`config.mk`:
```
export PLATFORM = sky130hd
export DESIGN_NAME = sigmoid_stream_out_flat
export DESIGN_NICKNAME = d
export VERILOG_FILES = /design/src/rtl/sigmoid_pkg.sv /design/src/rtl/sigmoid_stream_out_if.sv /design/src/rtl/sigmoid_stream_out_skid_fifo.sv /design/src/rtl/sigmoid_stream_out.sv /design/src/flat_wrapper.sv
export SDC_FILE = /design/constraint.sdc
export NUM_CORES = 1
export LEC_CHECK = 0
export ABC_AREA = 0
export CAP_MARGIN = 10
export CORE_MARGIN = 2
export CORE_UTILIZATION = 49
export DETAILED_ROUTE_END_ITERATION = 7
export PLACE_DENSITY = 0.85
export SLEW_MARGIN = 10
export SYNTH_ARGS = -nofsm -noshare
export SYNTH_HDL_FRONTEND = slang
export SYNTH_SLANG_ARGS = --single-unit
```
`constraint.sdc`:
```
create_clock -name clk -period 3.6 [get_ports clk]
set_input_delay 1.08 -clock clk [delete_from_list [all_inputs] [get_ports clk]]
set_output_delay 1.08 -clock clk [all_outputs]
set_load 0.005 [all_outputs]
```
`src/rtl/sigmoid_pkg.sv`:
```
// Shared types and constants for the sigmoid accelerator output stream stage.
package sigmoid_pkg;

  typedef enum logic [2:0] {
    IDLE    = 3'd0,
    RUN_A   = 3'd1,
    DRAIN_A = 3'd2,
    DONE_A  = 3'd3,
    RUN_B   = 3'd4,
    DRAIN_B = 3'd5,
    DONE_B  = 3'd6
  } stream_states;

  // Default half size; the top module can override it through its own parameter.
  localparam int SIG_HALF_BYTES = 2048;
  localparam int HALF_A_BASE    = 0;
  localparam int HALF_B_BASE    = SIG_HALF_BYTES;

  localparam int STAT_A = 0;
  localparam int STAT_B = 1;

endpackage

```
`src/rtl/sigmoid_stream_out_if.sv`:
```
// BRAM read port plus AXI4-Stream master bundle for the sigmoid output stage.
interface sigmoid_stream_out_if #(
  parameter int BRAM_WIDTH = 32,
  parameter int WORD_BYTES = 4,
  parameter int ADDR_WIDTH = 12
);

  logic [ADDR_WIDTH-1:0] bram_addr;
  logic [BRAM_WIDTH-1:0] bram_rddata;
  logic [BRAM_WIDTH-1:0] bram_wrdata;
  logic [WORD_BYTES-1:0] bram_we;

  logic [BRAM_WIDTH-1:0] m_axis_tdata;
  logic                  m_axis_tvalid;
  logic                  m_axis_tready;
  logic                  m_axis_tlast;

  modport master (
    output bram_addr,
    output bram_wrdata,
    output bram_we,
    input  bram_rddata,
    output m_axis_tdata,
    output m_axis_tvalid,
    output m_axis_tlast,
    input  m_axis_tready
  );

  modport slave (
    input  bram_addr,
    input  bram_wrdata,
    input  bram_we,
    output bram_rddata,
    input  m_axis_tdata,
    input  m_axis_tvalid,
    input  m_axis_tlast,
    output m_axis_tready
  );

endinterface

```
`src/rtl/sigmoid_stream_out_skid_fifo.sv`:
```
// Small power-of-two FIFO absorbing BRAM read latency ahead of the AXI4-Stream output.
module stream_skid_fifo #(
  parameter int WIDTH = 33,
  parameter int DEPTH = 4
) (
  input  logic                     clk,
  input  logic                     reset,
  input  logic                     push,
  input  logic [WIDTH-1:0]         push_data,
  input  logic                     pop,
  output logic [WIDTH-1:0]         pop_data,
  output logic [$clog2(DEPTH):0]   count,
  output logic                     empty
);

  localparam int PW = $clog2(DEPTH);
  localparam int CW = PW + 1;

  logic [WIDTH-1:0] mem [DEPTH];
  logic [PW-1:0]    wr_ptr;
  logic [PW-1:0]    rd_ptr;
  logic             full;
  logic             do_push;
  logic             do_pop;

  assign empty   = (count == '0);
  assign full    = (count == CW'(DEPTH));
  assign do_pop  = pop && !empty;
  // A push into a full FIFO is only legal when the same cycle frees a slot.
  assign do_push = push && (!full || do_pop);

  always_ff @(posedge clk) begin
    if (!reset) begin
      wr_ptr <= '0;
      rd_ptr <= '0;
      count  <= '0;
    end else begin
      if (do_push) wr_ptr <= wr_ptr + 1'b1;
      if (do_pop)  rd_ptr <= rd_ptr + 1'b1;
      if (do_push && !do_pop)      count <= count + 1'b1;
      else if (do_pop && !do_push) count <= count - 1'b1;
    end
  end

  always_ff @(posedge clk) begin
    if (do_push) mem[wr_ptr] <= push_data;
  end

  assign pop_data = mem[rd_ptr];

endmodule

```
`src/rtl/sigmoid_stream_out.sv`:
```
// Streams one ping-pong half of the sigmoid output BRAM over AXI4-Stream per ps_control request.
module sigmoid_stream_out
  import sigmoid_pkg::*;
#(
  parameter int BRAM_WIDTH = 32,
  parameter int WORD_BYTES = 4,
  parameter int ADDR_WIDTH = 12,
  parameter int HALF_BYTES = SIG_HALF_BYTES,
  parameter int FIFO_DEPTH = 4
) (
  input  logic                clk,
  input  logic                reset,
  input  logic [31:0]         ps_control,
  output logic [31:0]         pl_status,
  sigmoid_stream_out_if.master bus
);

  localparam int CW  = $clog2(FIFO_DEPTH) + 1;
  localparam int CRW = CW + 1;

  localparam logic [ADDR_WIDTH-1:0] A_BASE = ADDR_WIDTH'(HALF_A_BASE);
  localparam logic [ADDR_WIDTH-1:0] B_BASE = ADDR_WIDTH'(HALF_A_BASE + HALF_BYTES);
  localparam logic [ADDR_WIDTH-1:0] A_LAST = ADDR_WIDTH'(HALF_A_BASE + HALF_BYTES - WORD_BYTES);
  localparam logic [ADDR_WIDTH-1:0] B_LAST = ADDR_WIDTH'(HALF_A_BASE + 2 * HALF_BYTES - WORD_BYTES);
  localparam logic [ADDR_WIDTH-1:0] STEP   = ADDR_WIDTH'(WORD_BYTES);

  stream_states state;
  stream_states next_state;

  logic [ADDR_WIDTH-1:0] rd_addr;
  logic                  done_a;
  logic                  done_b;
  logic                  inflight;
  logic                  inflight_last;

  logic                  start_a;
  logic                  start_b;
  logic                  issue;
  logic                  issue_last;
  logic                  load_a;
  logic                  load_b;
  logic                  set_a;
  logic                  set_b;
  logic                  pop;
  logic                  credit_ok;
  logic [CRW-1:0]        credit_used;

  logic [BRAM_WIDTH:0]   fifo_out;
  logic [CW-1:0]         fifo_count;
  logic                  fifo_empty;
  logic                  unused_ctrl;

  assign unused_ctrl = ^ps_control[31:2];

  assign start_a = ps_control[STAT_A] && !done_a;
  assign start_b = ps_control[STAT_B] && !done_b;
  assign pop     = bus.m_axis_tvalid && bus.m_axis_tready;

  // Credits count words already buffered plus the one in BRAM flight, net of this cycle's pop.
  assign credit_used = {1'b0, fifo_count} + {{CW{1'b0}}, inflight} - {{CW{1'b0}}, pop};
  assign credit_ok   = credit_used < CRW'(FIFO_DEPTH);

  always_ff @(posedge clk) begin
    if (!reset) state <= IDLE;
    else        state <= next_state;
  end

  always_comb begin
    next_state = state;
    case (state)
      IDLE: begin
        if (start_a)      next_state = RUN_A;
        else if (start_b) next_state = RUN_B;
      end
      RUN_A:   if (issue_last) next_state = DRAIN_A;
      DRAIN_A: if (fifo_empty && !inflight) next_state = DONE_A;
      DONE_A:  next_state = IDLE;
      RUN_B:   if (issue_last) next_state = DRAIN_B;
      DRAIN_B: if (fifo_empty && !inflight) next_state = DONE_B;
      DONE_B:  next_state = IDLE;
      default: next_state = IDLE;
    endcase
  end

  always_comb begin
    issue      = 1'b0;
    issue_last = 1'b0;
    load_a     = 1'b0;
    load_b     = 1'b0;
    set_a      = 1'b0;
    set_b      = 1'b0;
    case (state)
      IDLE: begin
        load_a = start_a;
        load_b = !start_a && start_b;
      end
      RUN_A: begin
        issue      = credit_ok;
        issue_last = credit_ok && (rd_addr == A_LAST);
      end
      RUN_B: begin
        issue      = credit_ok;
        issue_last = credit_ok && (rd_addr == B_LAST);
      end
      DONE_A:  set_a = 1'b1;
      DONE_B:  set_b = 1'b1;
      default: ;
    endcase
  end

  // The address parks on the final word instead of stepping past it, so half B never wraps.
  always_ff @(posedge clk) begin
    if (!reset)                  rd_addr <= '0;
    else if (load_a)             rd_addr <= A_BASE;
    else if (load_b)             rd_addr <= B_BASE;
    else if (issue && !issue_last) rd_addr <= rd_addr + STEP;
  end

  always_ff @(posedge clk) begin
    if (!reset) begin
      inflight      <= 1'b0;
      inflight_last <= 1'b0;
    end else begin
      inflight      <= issue;
      inflight_last <= issue_last;
    end
  end

  always_ff @(posedge clk) begin
    if (!reset) begin
      done_a <= 1'b0;
      done_b <= 1'b0;
    end else begin
      if (set_a)                        done_a <= 1'b1;
      else if (!ps_control[STAT_A])     done_a <= 1'b0;
      if (set_b)                        done_b <= 1'b1;
      else if (!ps_control[STAT_B])     done_b <= 1'b0;
    end
  end

  stream_skid_fifo #(
    .WIDTH (BRAM_WIDTH + 1),
    .DEPTH (FIFO_DEPTH)
  ) u_fifo (
    .clk       (clk),
    .reset     (reset),
    .push      (inflight),
    .push_data ({inflight_last, bus.bram_rddata}),
    .pop       (pop),
    .pop_data  (fifo_out),
    .count     (fifo_count),
    .empty     (fifo_empty)
  );

  assign bus.m_axis_tvalid = !fifo_empty;
  assign bus.m_axis_tdata  = fifo_out[BRAM_WIDTH-1:0];
  assign bus.m_axis_tlast  = fifo_out[BRAM_WIDTH] && !fifo_empty;

  assign bus.bram_addr   = rd_addr;
  assign bus.bram_wrdata = '0;
  assign bus.bram_we     = '0;

  always_comb begin
    pl_status         = '0;
    pl_status[STAT_A] = done_a;
    pl_status[STAT_B] = done_b;
  end

endmodule

```
`src/flat_wrapper.sv`:
```
// flat-port wrapper written by rule: the top's interface ports become plain ports
module sigmoid_stream_out_flat import sigmoid_pkg::*;
#(
  parameter int BRAM_WIDTH = 32,
  parameter int WORD_BYTES = 4,
  parameter int ADDR_WIDTH = 12,
  parameter int HALF_BYTES = SIG_HALF_BYTES,
  parameter int FIFO_DEPTH = 4
)
  (clk, reset, ps_control, pl_status, bus_bram_addr, bus_bram_wrdata, bus_bram_we, bus_bram_rddata, bus_m_axis_tdata, bus_m_axis_tvalid, bus_m_axis_tlast, bus_m_axis_tready);
  sigmoid_stream_out_if #(.BRAM_WIDTH(BRAM_WIDTH), .WORD_BYTES(WORD_BYTES), .ADDR_WIDTH(ADDR_WIDTH)) bus_i ();
  input  logic clk;
  input  logic reset;
  input  logic [31:0] ps_control;
  output logic [31:0] pl_status;
  output wire logic [$bits(bus_i.bram_addr)-1:0] bus_bram_addr;
  output wire logic [$bits(bus_i.bram_wrdata)-1:0] bus_bram_wrdata;
  output wire logic [$bits(bus_i.bram_we)-1:0] bus_bram_we;
  input wire logic [$bits(bus_i.bram_rddata)-1:0] bus_bram_rddata;
  output wire logic [$bits(bus_i.m_axis_tdata)-1:0] bus_m_axis_tdata;
  output wire logic [$bits(bus_i.m_axis_tvalid)-1:0] bus_m_axis_tvalid;
  output wire logic [$bits(bus_i.m_axis_tlast)-1:0] bus_m_axis_tlast;
  input wire logic [$bits(bus_i.m_axis_tready)-1:0] bus_m_axis_tready;
  assign bus_bram_addr = bus_i.bram_addr;
  assign bus_bram_wrdata = bus_i.bram_wrdata;
  assign bus_bram_we = bus_i.bram_we;
  assign bus_i.bram_rddata = bus_bram_rddata;
  assign bus_m_axis_tdata = bus_i.m_axis_tdata;
  assign bus_m_axis_tvalid = bus_i.m_axis_tvalid;
  assign bus_m_axis_tlast = bus_i.m_axis_tlast;
  assign bus_i.m_axis_tready = bus_m_axis_tready;
  sigmoid_stream_out #(.BRAM_WIDTH(BRAM_WIDTH), .WORD_BYTES(WORD_BYTES), .ADDR_WIDTH(ADDR_WIDTH), .HALF_BYTES(HALF_BYTES), .FIFO_DEPTH(FIFO_DEPTH)) u_core (.clk(clk), .reset(reset), .ps_control(ps_control), .pl_status(pl_status), .bus(bus_i));
endmodule
```
# Word-level counts from Yosys, hierarchy flattened
# Memory sizes are Yosys's and may differ from the RTL's. A register that Yosys moved wholly into a read port is not among the register bits.
# Index checks and enable logic that the tools add are counted.
# word_totals
reg_bits,26
latch_bits,0
ram_bits,132
romBits,0
inputBits,67
output_inout_bits,114
wordCells,92
mem_count,1
# memory_table
name,depth,width,rd,rd_ports_with_merged_regs,wr,line_no,rtl
u_core.u_fifo.mem,4,33,1,1,1,sigmoid_stream_out_skid_fifo.sv:19,logic [WIDTH-1:0] mem [DEPTH];
# op_classes
addsub,7
mul,0
div,0
magnitude_cmp,1
n_eq_ne,16
shift,0
mux,25
bitwise,1
n_reduce_logical,31
# op_table
operator,n
$mux 12,2
$mux 3,8
$pmux 3 s5,1
$logic_and 1x1->1,13
$add 12x3->12 const B,1
$eq 12x11->1 const B,1
$eq 12x12->1 const B,1
$eq 3x3->1 const B,4
$ne 2x1->1 const B,6
$mux 1,11
$logic_not 1->1,9
$eq 3x2->1 const B,2
$logic_not 3->1,2
$reduce_and 5->1,1
$add 2x1->2 const B,2
$add 3x1->4,1
$lt 4x3->1 const B,1
$mux 2,2
$reduce_bool 2->1,2
$reduce_or 2->1,2
$sub 4x1->4,1
$add 3x1->3 const B,1
$eq 3x1->1 const B,1
$ne 3x1->1 const B,1
5 further kinds,5

# Logic depth before layout (Yosys ltp)
# depth
ltp_word,11
mapped_depth,12
depth_no_buf,11

# By module
# A second synthesis with hierarchy kept.
# unflattened
hier_cells,422
area_unflattened_um2,6889.1
# modules_own_cells
module,n_inst,cells_per_inst,area_each_um2,seq_area_each_um2
stream_skid_fifo,1,221,5240.0,4144.0
sigmoid_stream_out,1,201,1649.1,340.3

# Worst setup path after synthesis
# No wires, ideal clock.
# synth_path
kind,input port to flip-flop
from,input bus_m_axis_tready
to,"register u_core.rd_addr[5], in the netlist u_core.bus.bram_addr[5]"
setup_time_ns,0.071
arrival_time_ns,2.853
required_ns,3.529
slack_ns,0.676
path_stages,10
path_buffers,0
cell_sequence,nand2_1 > inv_1 > ha_1 > inv_1 > ha_1 > nand3b_1 > a211o_1 > a21o_1 > or4_1 > a21oi_1
# synth_via
elab_chain_cells,7
word_cells_on_any_way,9
classes_between,1 x add/sub; 1 x order compare; 2 x mux; 5 x reduce/logical
# synth_rtl
item,line_no,rtl
start: declaration,flat_wrapper.sv:23,input wire logic [$bits(bus_i.m_axis_tready)-1:0] bus_m_axis_tready;
$logic_and 1x1->1 (*),sigmoid_stream_out.sv:57,assign pop = bus.m_axis_tvalid && bus.m_axis_tready;
$sub 4x1->4 (*),sigmoid_stream_out.sv:60,"assign credit_used = {1'b0, fifo_count} + {{CW{1'b0}}, inflight} - {{CW{1'b0}}, pop};"
$lt 4x3->1 (*),sigmoid_stream_out.sv:61,assign credit_ok = credit_used < CRW'(FIFO_DEPTH);
"$logic_and 1x1->1, on equally long branches","sigmoid_stream_out.sv:103, sigmoid_stream_out.sv:99",
$pmux 1 s2,sigmoid_stream_out.sv:92,case (state)
$logic_not 1->1,sigmoid_stream_out.sv:116,else if (issue && !issue_last) rd_addr <= rd_addr + STEP;
$logic_and 1x1->1 (*),sigmoid_stream_out.sv:116,
end signal: assignment,sigmoid_stream_out.sv:116,
end: declaration,sigmoid_stream_out.sv:30,logic [ADDR_WIDTH-1:0] rd_addr;
# Every way passes the cells marked *; elsewhere a longest branch is shown, timed or not.
# A chain may end at the register's enable or synchronous reset.

==> results.ini <==
[synthesis]
synth_top_area_share_pct = 58.8
yosysMostFrequentCell = edfxtp_1
synth_xor_xnor_area_share_pct = 1.04
netlist_top_cells_area = edfxtp_1 (59%), mux4_2 (11%), buf_4 (7.9%)
synth_warnings = 0
synth_largest_area_cell = edfxtp_1
synth_area_per_cell_um2 = 16.3
async_flop_share_pct = 0
ys_top_cells_by_count = edfxtp_1 (132), buf_4 (71), mux4_2 (33)
yosys.area_share.simple_pct = 5.65
ys_types = 44
synthAdderAreaFrac_pct = 1.97
synth_ff_type = edfxtp_1
synth_edf_count = 132
ys_ff_latch = 158
synth_mux_area_share_pct = 11.5
synthCells = 413
ys_seq_area_share_pct = 66.6
synth_top_family_by_area = multiplexers
synth_compound_gate_area_share_pct = 3.75
synth_area_um2 = 6740

[drt]
final_antenna_net_count = 0
wl_per_cell_um = 17.3
drtIter0Drc = 203
postRouteWirelength_mm = 12.0
top_layer = met4
drt_pass1_iterations = 4
vias = 3543
drc = 0
met2_length_mm = 6.38
viasPerCell = 5.09
met1_length_mm = 4.84
wl_met3_um = 674

[finish]
postLayoutCellArea_um2 = 8160
num-nets-final = 584
synthToLayoutAreaGrowth_pct = 21.1
antenna_cells = 0
post-route-util_pct = 61.1
finalNonFillerCells = 696
drive_above_1_share_pct = 14.8

[placed_design]
placed_cells = 664
gp_congestion = 0.825
dp_worst_setup_slack_ps = -120
io_buffers = 82
hpwlAfterDp_mm = 8.02
placed_area_um2 = 7580

[sta]
whs_ps = 475
clock_skew_ps = 10.4
period_needed_ps = 3300
slew_headroom_pct = 45.6
hold_viol_final = 0
max_slew.worst_pin.slew_ps = 811
fin_ws_ps = 301
rsz0062_at_grt = false
drv_slew = 0
fin_crit_sh_pct = 91.6
fmax_mhz = 303
setup_viol = 0

[floorplan]
die-area_um2 = 14700
io_pins = 181
core-area_um2 = 13300
die_w_um = 121
row_count = 42
start_util_pct = 50.5
die_h_um = 121

[worst_setup_path]
cp-start-kind = flip-flop
critPathCaptureType = output pin
worstRegToRegCells = 9
reg2reg_to = u_core.state[0]$_SDFFE_PN0P_
required_ps = 2520
reg2reg_from = u_core.u_fifo.count[2]$_SDFFE_PN0P_
critPathKind = reg -> out
path_max_fanout = 22
crit_arrival_ps = 2220
ff2ff_setup_slack_ps = 720

[flow_run]
cap_violations = 0

[global_route]
gr-total-overflow = 0
grt_start_max_net_pins = 23
grt_pass1_vias = 3659
antenna_found_initial = 0
gr-usage-all-layers_pct = 17.3
grt_pass1_wl_mm = 18.8

[power_and_ir_drop]
leakage_nw = 2.80
ir_drop_uv = 294
power_density_nw_per_um2 = 656

[worst_hold_path]
hold_path.class = reg -> reg
min_from = u_core.inflight_last$_SDFF_PN0_
holdPathEnd = u_core.u_fifo.mem[2][32]$_DFFE_PP_
min_path_cells = 0

[clock_tree]
cts_resized = 0
htreeDepth = 4
cts_sinks = 158
clkTransAtPathRegs_ps = 60
cts_setup_buffers = 0
root_buffer = clkbuf_16
numCtsBuffers = 17
tritoncts = done
cts_hold_buf = 0
clockBufferDepth = 2
clk_latency_ps = 420

[run_status]
status = completed

flip-flops by register name (all words and copies together), names as in the netlist, 2 cells and up, named ones only:
signal / cells
u_core.state: 3
u_core.u_fifo.mem: 132
u_core.u_fifo.count: 3
u_core.u_fifo.wr_ptr: 2
u_core.bus.bram_addr: 10
u_core.u_fifo.rd_ptr: 2
power by group:
group	internal, mW	switching (mW)
Sequential	2.13	0.106
Clock	1.08	0.660
Combinational	0.784	0.592
Total	4.00	1.36
critical path: stages, from the launching register on:
cell             delay [ps]
dfxtp_2                 320
buf_4                   400
mux4_2                  570
clkdlybuf4s50_1         510
worst max-delay path by stage:
| stage | slack (ps) | from | endpoint | cells past startpoint |
|---|---|---|---|---|
| 2_1_floorplan | 680 | bus_m_axis_tready | u_core.bus.bram_addr[5]$_SDFFE_PP0P_ | 10 |
| 5_1_grt | 30 | bus_m_axis_tready | u_core.state[0]$_SDFFE_PN0P_ | 11 |
| 4_1_cts | 240 | flip-flop | bus_m_axis_tdata[28] | 3 |
| 3_3_place_gp | 40 | bus_m_axis_tready | u_core.state[0]$_SDFFE_PN0P_ | 11 |
| 6_report | 300 | flip-flop | bus_m_axis_tdata[28] | 3 |
| 3_5_place_dp | -120 | bus_m_axis_tready | u_core.state[0]$_SDFFE_PN0P_ | 11 |
logic make-up (layout without fill, tap and decap cells):
family / count (synthesis) / in the layout
adder cells (fa/ha/maj): 10 / 10
other: 1 / 68
multiplexers: 36 / 36
AND/OR/NAND/NOR: 66 / 66
flip-flops: 158 / 158
AO/OA/AOI/OAI: 38 / 38
buffers and inverters: 96 / 136
XOR/XNOR: 8 / 8
layout by cell type (no fill, tap or decap), types with 6 or more instances in the layout:
| master | instances |
|---|---|
| ha_1 | 9 |
| or4_1 | 6 |
| nor2_1 | 12 |
| nand2_1 | 11 |
| clkdlybuf4s50_1 | 82 |
| inv_1 | 12 |
| edfxtp_1 | 132 |
| clkbuf_16 | 17 |
| mux4_2 | 33 |
| or3_1 | 6 |
| dfxtp_1 | 24 |
| conb_1 | 68 |
| a21oi_1 | 14 |
| o31ai_1 | 7 |
routing by layer:
layer / global-route usage [%] / vias up
met1: 20.1 / 1762
li1: - / 1634
met4: 5.68 / 0
met2: 30.3 / 135
met3: 5.36 / 12
met5: 0 / -
through the flow:
step | setup TNS (ps) | power [mW]
CTS | 0 | 5.41
global route | 0 | 5.62
floorplan | 0 | 3.09
detailed placement | -538 | 3.66
finish | 0 | 5.35
global placement | 0 | 3.60
area by class of cell:
class,instances,area (um^2)
Fill cell,974,5190
Sequential cell,158,4490
Multi-Input combinational cell,226,1870
Timing Repair Buffer,92,958
Clock buffer,19,433
Tap cell,176,220
Clock inverter,13,145
Inverter,12,45.0
No activity file was read; power rests on OpenSTA's default activity.
